==> config.mk <==
export PLATFORM = sky130hd
export DESIGN_NAME = qpp_interleaver_core
export DESIGN_NICKNAME = d
export VERILOG_FILES = /design/src/rtl/qpp_interleaver_core_pkg.sv /design/src/rtl/qpp_mod_add.sv /design/src/rtl/qpp_interleaver_core.sv
export SDC_FILE = /design/constraint.sdc
export NUM_CORES = 1
export LEC_CHECK = 0
export ABC_AREA = 1
export CAP_MARGIN = 10
export CELL_PAD_IN_SITES_DETAIL_PLACEMENT = 2
export CELL_PAD_IN_SITES_GLOBAL_PLACEMENT = 2
export CORE_UTILIZATION = 35
export CTS_CLUSTER_SIZE = 10
export DETAILED_ROUTE_END_ITERATION = 16
export PLACE_DENSITY_LB_ADDON = 0.1
export SYNTH_ARGS = -nofsm -noshare
export SYNTH_HDL_FRONTEND = slang
export SYNTH_HIERARCHICAL = 1
export SYNTH_SLANG_ARGS = --single-unit
==> constraint.sdc <==
create_clock -name aclk -period 9.5 [get_ports aclk]
set_input_delay 2.375 -clock aclk [delete_from_list [all_inputs] [get_ports aclk]]
set_output_delay 2.375 -clock aclk [all_outputs]
set_load 0.005 [all_outputs]
==> src/rtl/qpp_interleaver_core_pkg.sv <==
// Shared definitions for the QPP interleaver address generator: data width,
// FSM state encoding and a few LTE (K, f1, f2) reference triples.
package qpp_interleaver_core_pkg;

   // Width of K / f1 / f2 / index data (K up to 6144 needs 13 bits).
   localparam int unsigned QPP_KW = 16;

   typedef enum logic {
      ST_IDLE = 1'b0,
      ST_RUN  = 1'b1
   } qpp_state_e;

   typedef struct packed {
      logic [15:0] k;
      logic [15:0] f1;
      logic [15:0] f2;
   } qpp_triple_t;

   // LTE table entries used for bring-up: K=48, K=1008, K=6144.
   localparam qpp_triple_t [0:2] QPP_LTE_TRIPLES = {
      {16'd48,   16'd7,   16'd12},
      {16'd1008, 16'd55,  16'd84},
      {16'd6144, 16'd263, 16'd480}
   };

endpackage

==> src/rtl/qpp_mod_add.sv <==
// (a + b) mod m for a, b < m: one add, one conditional subtract.
module qpp_mod_add
   import qpp_interleaver_core_pkg::*;
#(
   parameter int unsigned KW = QPP_KW
) (
   input  logic [KW-1:0] a,
   input  logic [KW-1:0] b,
   input  logic [KW-1:0] m,
   output logic [KW-1:0] y
);
   logic [KW:0]   sum;
   logic [KW-1:0] diff;

   // Low KW bits of (sum - m) equal sum[KW-1:0] - m modulo 2^KW, so the
   // subtract only needs KW bits; the carry bit still feeds the compare.
   always_comb begin
      sum  = {1'b0, a} + {1'b0, b};
      diff = sum[KW-1:0] - m;
      y    = (sum >= {1'b0, m}) ? diff : sum[KW-1:0];
   end

endmodule

==> src/rtl/qpp_interleaver_core.sv <==
// LTE turbo QPP interleaver address generator. Accepts a (K, f1, f2)
// descriptor and streams pi(i) = (f1*i + f2*i^2) mod K for i = 0..K-1 using
// an add-only recurrence. Reset input is active-high despite its name.
module qpp_interleaver_core
   import qpp_interleaver_core_pkg::*;
#(
   parameter int unsigned KW = QPP_KW
) (
   input  logic          aclk,
   input  logic          aresetn,
   input  logic [KW-1:0] s_axis_k_tdata,
   input  logic [KW-1:0] s_axis_f1_tdata,
   input  logic [KW-1:0] s_axis_f2_tdata,
   input  logic          s_axis_k_tvalid,
   output logic          s_axis_k_tready,
   output logic [KW-1:0] m_axis_ind_tdata,
   output logic          m_axis_ind_tvalid,
   input  logic          m_axis_ind_tready,
   output logic          m_axis_ind_tlast,
   output logic          m_axis_ind_tuser
);
   localparam logic [KW-1:0] ONE = KW'(1);

   qpp_state_e    state_q, state_d;
   logic          rdy_q, rdy_d;
   logic          vld_q, vld_d;
   logic          last_q, last_d;
   logic          user_q, user_d;
   logic [KW-1:0] data_q, data_d;     // current pi(i)
   logic [KW-1:0] g_q, g_d;           // current g(i)
   logic [KW-1:0] f2x2_q, f2x2_d;     // 2*f2 mod K
   logic [KW-1:0] k_q, k_d;
   logic [KW-1:0] cnt_q, cnt_d;       // current i

   logic [KW-1:0] pi_a, pi_b, g_a, g_b, mod_k;
   logic [KW-1:0] pi_sum, g_sum;

   // The two adders are shared: in IDLE they form g(0) and 2*f2 from the
   // incoming descriptor, in RUN they step pi and g.
   always_comb begin
      if (state_q == ST_IDLE) begin
         pi_a  = s_axis_f1_tdata;
         pi_b  = s_axis_f2_tdata;
         g_a   = s_axis_f2_tdata;
         g_b   = s_axis_f2_tdata;
         mod_k = s_axis_k_tdata;
      end else begin
         pi_a  = data_q;
         pi_b  = g_q;
         g_a   = g_q;
         g_b   = f2x2_q;
         mod_k = k_q;
      end
   end

   qpp_mod_add #(.KW(KW)) u_mod_pi (
      .a (pi_a),
      .b (pi_b),
      .m (mod_k),
      .y (pi_sum)
   );

   qpp_mod_add #(.KW(KW)) u_mod_g (
      .a (g_a),
      .b (g_b),
      .m (mod_k),
      .y (g_sum)
   );

   // Next-state, descriptor latch and index-stream update.
   always_comb begin
      state_d = state_q;
      rdy_d   = rdy_q;
      vld_d   = vld_q;
      last_d  = last_q;
      user_d  = user_q;
      data_d  = data_q;
      g_d     = g_q;
      f2x2_d  = f2x2_q;
      k_d     = k_q;
      cnt_d   = cnt_q;
      case (state_q)
         ST_IDLE: begin
            rdy_d = 1'b1;
            // A K=0 descriptor is consumed but starts nothing.
            if (rdy_q && s_axis_k_tvalid && (s_axis_k_tdata != '0)) begin
               k_d     = s_axis_k_tdata;
               g_d     = pi_sum;
               f2x2_d  = g_sum;
               cnt_d   = '0;
               data_d  = '0;
               vld_d   = 1'b1;
               user_d  = 1'b1;
               last_d  = (s_axis_k_tdata == ONE);
               rdy_d   = 1'b0;
               state_d = ST_RUN;
            end
         end
         ST_RUN: begin
            rdy_d = 1'b0;
            if (vld_q && m_axis_ind_tready) begin
               if (last_q) begin
                  vld_d   = 1'b0;
                  last_d  = 1'b0;
                  user_d  = 1'b0;
                  data_d  = '0;
                  rdy_d   = 1'b1;
                  state_d = ST_IDLE;
               end else begin
                  data_d = pi_sum;
                  g_d    = g_sum;
                  cnt_d  = cnt_q + ONE;
                  user_d = 1'b0;
                  last_d = ((cnt_q + ONE) == (k_q - ONE));
               end
            end
         end
      endcase
   end

   // State and output registers; reset abandons any block in flight.
   always_ff @(posedge aclk or posedge aresetn) begin
      if (aresetn) begin
         state_q <= ST_IDLE;
         rdy_q   <= 1'b0;
         vld_q   <= 1'b0;
         last_q  <= 1'b0;
         user_q  <= 1'b0;
         data_q  <= '0;
         g_q     <= '0;
         f2x2_q  <= '0;
         k_q     <= '0;
         cnt_q   <= '0;
      end else begin
         state_q <= state_d;
         rdy_q   <= rdy_d;
         vld_q   <= vld_d;
         last_q  <= last_d;
         user_q  <= user_d;
         data_q  <= data_d;
         g_q     <= g_d;
         f2x2_q  <= f2x2_d;
         k_q     <= k_d;
         cnt_q   <= cnt_d;
      end
   end

   assign s_axis_k_tready   = rdy_q;
   assign m_axis_ind_tvalid = vld_q;
   assign m_axis_ind_tdata  = data_q;
   assign m_axis_ind_tlast  = last_q;
   assign m_axis_ind_tuser  = user_q;

endmodule

* Yosys cells after proc, flatten, opt, wreduce, memory -nomap -nowiden *
Index checks and enable logic that the tools add are counted.

storage, ports and cells
  input bits = 52
  word-level logic and storage cells = 68
  flip-flop bits (word level) = 85
  output and inout bits = 20

operators by class
  order comparisons = 2
  add/subtract/negate cells = 6
  eq/ne operators = 6
  bitwise operators = 1
  mux-type cells = 35
  reductions and logical operators = 8

operators by type and width
  operator                 number
  $mux W16                 14
  $pmux W16 S2             3
  $add A16 B16 Y17         2
  $ge A17 B16 Y1           2
  $sub A16 B16 Y16         2
  $add A16 B1 Y16 const B  1
  $eq A16 B1 Y1 const B    1
  $eq A16 B16 Y1           1
  $reduce_bool A16 Y1      1
  $sub A16 B1 Y16 const B  1
  $mux W1                  13
  $pmux W1 S2              5
  $ne A2 B1 Y1 const B     3
  $reduce_and A3 Y1        2
  $reduce_and A2 Y1        2
  $logic_and A1 B1 Y1      3
  $ne A2 B2 Y1 const B     1
  $not A1 Y1               1

* Logic depth before layout (Yosys ltp) *
  word-level depth = 7
  depth in mapped cells = 31
  gate-level depth less buffers = 28

* Cells and area by module *
The synthesis kept the hierarchy.

modules (own cells, without submodules)
  module                  cells an instance  area an instance (sq um)  times used  sequential area each (sq um)
  qpp_interleaver_core    790                5,353.9                   1           2,127.0
  qpp_mod_add (u_mod_g)   451                2,311.0                   1           0.0
  qpp_mod_add (u_mod_pi)  431                2,215.9                   1           0.0

* Worst setup path after synthesis *
No wires, ideal clock.

  kind = input port to flip-flop
  from = input s_axis_f2_tdata[0]
  to = register g_q[5]
  stages = 28
  arrival time = 5.162 ns
  path buffers = 1
  setup slack = 4.207 ns
  data required time = 9.370 ns
  library setup time = 0.130 ns
  cells stage by stage = nand2_1 > nand2_1 > ha_1 > fa_1 > nand3_1 > nand3_2 > nand2_1 > nand2_1 > nand2_1 > nand2_1 > nand2_1 > nand2_1 > ha_1 > nand2_1 > inv_1 > nand2_1 > nand2_1 > a21oi_1 > nand2_2 > nand2_4 > nand3_4 > buf_6 > nand2_1 > nand2_1 > inv_1 > nand2_1 > o211ai_1 > o21ai_0

between the ends
  elaborated cells on any way between the ends = 14
  those cells by class = add/sub: 4; order compare: 2; mux: 8

RTL lines
  item                                                       RTL line                              text
  start, declared                                            qpp_interleaver_core.sv:13            input logic [KW-1:0] s_axis_f2_tdata,
  $mux W16 (*)                                               qpp_interleaver_core.sv:41            if (state_q == ST_IDLE) begin
  named net g_a[0]                                           qpp_interleaver_core.sv:35            logic [KW-1:0] pi_a, pi_b, g_a, g_b, mod_k;
  $add A16 B16 Y17 (*)                                       qpp_mod_add.sv:18                     sum = {1'b0, a} + {1'b0, b};
  $sub A16 B16 Y16 / $ge A17 B16 Y1 (equally long branches)  qpp_mod_add.sv:19, qpp_mod_add.sv:20
  $mux W16 (*)                                               qpp_mod_add.sv:20                     y = (sum >= {1'b0, m}) ? diff : sum[KW-1:0];
  named net pi_sum[5]                                        qpp_interleaver_core.sv:36            logic [KW-1:0] pi_sum, g_sum;
  $mux W16 (*)                                               qpp_interleaver_core.sv:86            if (rdy_q && s_axis_k_tvalid && (s_axis_k_tdata != '0)) begin
  $pmux W16 S2 (*)                                           qpp_interleaver_core.sv:82            case (state_q)
  end signal, assigned                                       qpp_interleaver_core.sv:141           g_q <= g_d;
  end, declared                                              qpp_interleaver_core.sv:30            logic [KW-1:0] g_q, g_d;

Mark *: on every way through the listed nets, which the timed path passes. The rest lies on a longest branch. The select of a mux whose other input is x is not followed.
A chain may end at the register's enable or synchronous reset.

* Final worst setup path *
  from = input s_axis_f2_tdata[0]
  to = register g_q[11]

between the ends
  word-level cells in the longest chain between the ends = 7
  elaborated cells on any way between the ends = 14
  those cells by class = add/sub: 4; order compare: 2; mux: 8

RTL lines
  item                                                       RTL line                              text
  $mux W16 (*)                                               qpp_interleaver_core.sv:41
  named net g_a[0]                                           qpp_interleaver_core.sv:35
  $add A16 B16 Y17 (*)                                       qpp_mod_add.sv:18
  $sub A16 B16 Y16 / $ge A17 B16 Y1 (equally long branches)  qpp_mod_add.sv:19, qpp_mod_add.sv:20
  $mux W16 (*)                                               qpp_mod_add.sv:20
  named net g_sum[11]                                        qpp_interleaver_core.sv:36
  $mux W16 (*)                                               qpp_interleaver_core.sv:102           if (last_q) begin
  $mux W16 (*)                                               qpp_interleaver_core.sv:101           if (vld_q && m_axis_ind_tready) begin
  $pmux W16 S2 (*)                                           qpp_interleaver_core.sv:82

Marks and branches as above.

==> impl_metrics.csv <==
group,metric,value,unit
run_status,status,"finished, final reports clean",
sta,finalSetupTns,0,ns
finish,antenna_cells,0,
worst_setup_path,cp_num_buf_inv,2,
logic_synthesis,yosys.area.top_type_share,0.259,
floorplanning,rows,61,
logic_synthesis,synth-seq-cells,85,
floorplanning,die_y,170,µm
worst_hold_path,hp-class,"reg -> reg",
clock_network,cts_hold_buf,0,
routing,drc_errors,0,
placement,gp_congestion,0.891,
worst_setup_path,cpMostUsedCell,"nand2_1",
floorplanning,fp.dieArea,0.0289,mm²
sta,fin_hold_ws,0.501,ns
finish,layout_common_cells,"nand2_1 (680), inv_1 (254), nand3_1 (121)",
routing,final_antenna_net_count,0,
run,cap_viol_max_count,0,
sta,setup-violations-final,0,
logic_synthesis,syn_avg_cell_area,5.91,µm²
logic_synthesis,synth_top_area_cell,"nand2_1",
clock_network,cts_setup_buffers,0,
sta,tightest_slew,1.13,ns
logic_synthesis,ys_types,45,
worst_setup_path,worstPathRequired,9.70,ns
placement,placed_cell_area,0.0109,mm²
worst_setup_path,cpPeakStageDelay,0.46,ns
sta,timing.final.crit_share,0.683,
floorplanning,die_x,170,µm
clock_network,numCtsBuffers,9,
clock_network,cts_resized,0,
clock_network,clk_path_buf_depth,2,
finish,final_common_cell,"nand2_1",
sta,fin_crit,6.49,ns
clock_network,clk_pin_slew_worst_paths,0.08,ns
sta,finalHoldViolCount,0,
routing,wirelength,43800,µm
worst_setup_path,cp-end-kind,"register",
worst_setup_path,crit_arrival,6.69,ns
sta,slew_headroom,0.242,
floorplanning,core_area,0.0278,mm²
finish,drive_gt1_frac,0.0667,
routing,drtIter0Drc,494,
clock_network,cts_max_level,3,
clock_network,cts_tree,"yes",
logic_synthesis,synth_nets,1794,
finish,fin_util,0.402,
clock_network,cts_root_buffer,"clkbuf_16",
logic_synthesis,synth_edf_count,0,
floorplanning,ios,72,
global_route,grt_overflow_total,0,
finish,postLayoutCellArea,0.0112,mm²
logic_synthesis,ys_warn_count,6,
worst_setup_path,crit_family,"simple AND/OR/NAND/NOR gates",
placement,io_buffer_count,71,
logic_synthesis,synthCells,1672,
global_route,grt_usage,0.311,
sta,report.final.slew_viol_count,0,
placement,hpwlAfterDp,36100,µm
finish,finalNetCount,1842,
worst_setup_path,start_kind,"input pin",
routing,viasPerCell,5.24,
global_route,grt_start_max_net_pins,76,
worst_setup_path,path_class,"in -> reg",
sta,finClkSkew,0.0127,ns
floorplanning,start_util,0.356,
logic_synthesis,ys.flop_type,"dfrtp_1",
global_route,first_global_vias,12100,
sta,grt_setup_unrepaired,"false",
clock_network,cts_sinks,85,
global_route,antenna_found_initial,0,
global_route,grt_pass1_wl,68000,µm
logic_synthesis,syn-cell-area,0.00988,mm²
finish,syn2layout_area_growth,13.1,%
routing,wire_per_inst,20.8,µm
logic_synthesis,synthTopCellsByArea,"nand2_1 (26%), dfrtp_1 (22%), inv_1 (9.7%)",
routing,vias,11000,
sta,fmax,154,MHz
worst_setup_path,crit_slowest_cell,"fa_1",
worst_setup_path,critPathMaxFanout,17,
logic_synthesis,async_flop_share,1.00,
routing,drt_pass1_iterations,7,
logic_synthesis,synth-seq-area-share,0.215,
clock_network,clock_latency,0.36,ns
worst min-delay path, stage by stage, from the launching register on:
cell	delay, ns
dfrtp_1	0.36
nand2_1	0.05
o21ai_0	0.06
layout make-up:
| type | instances | area, µm² |
|---|---|---|
| clock inverters | 7 | 55.1 |
| clock buffers | 9 | 225 |
| fillers | 3620 | 16600 |
| inverters | 266 | 1000 |
| multi-input cells | 1282 | 6540 |
| repair buffers | 76 | 748 |
| flip-flops and latches | 85 | 2130 |
| well taps | 378 | 473 |
metrics by stage:
step                std cells  worst slack [ns]
detailed placement       2087              2.69
global placement         2087              2.80
floorplan                1672              4.21
CTS                      2103              3.05
finish                   2103              3.01
global route             2103              2.69
logic make-up (layout without fill, tap and decap cells):
| family | count (synthesis) | in the layout | share of synthesized area |
|---|---|---|---|
| simple gates | 1010 | 1010 | 0.440 |
| buf+inv | 305 | 358 | 0.123 |
| compound gates | 156 | 156 | 0.0864 |
| flops | 85 | 85 | 0.215 |
| fa+ha+maj | 70 | 70 | 0.0917 |
| xor+xnor | 34 | 34 | 0.0301 |
| mux | 12 | 12 | 0.0137 |
per-layer routing:
layer | GRT usage | wire (µm) | up-vias
li1 | - | - | 5311
met1 | 0.387 | 19600 | 5483
met2 | 0.551 | 21500 | 162
met3 | 0.0265 | 993 | 69
met4 | 0.122 | 1620 | 0
met5 | 0 | 0 | -
state kept, by name, summed over array words and instances, names as in the netlist, 16 cells and up:
register / cells
cnt_q: 16
m_axis_ind_tdata: 16
f2x2_q: 16
k_q: 16
g_q: 16
cells in the mapped netlist, drive strengths merged, types with 2 or more instances:
master  count
a21oi      46
a31oi      10
and2        8
and3        2
buf        22
clkbuf     17
dfrtp      85
fa          4
ha         66
inv       265
mux2       12
nand2     721
nand3     126
nand3b      2
nand4      30
nor2      110
nor3        7
o211ai      6
o21a        2
o21ai      78
o21bai      3
o22ai      11
or2         3
xnor2       6
xor2       28
final timing paths:
check	start	to	slack [ns]	cells after the start
max	s_axis_f2_tdata[0]	g_q[11]	3.01	25
min	f2x2_q[11]	f2x2_q[11]	0.50	2
max reg2reg	state_q	g_q[11]	4.07	23
min reg2reg	f2x2_q[11]	f2x2_q[11]	0.50	2
max in group asynchronous	aresetn	g_q[0]	5.95	3
min in group asynchronous	aresetn	k_q[13]	2.44	2
Power is not shown: default switching activity piles up to over one toggle a cycle in this logic, so the estimate is an artifact.
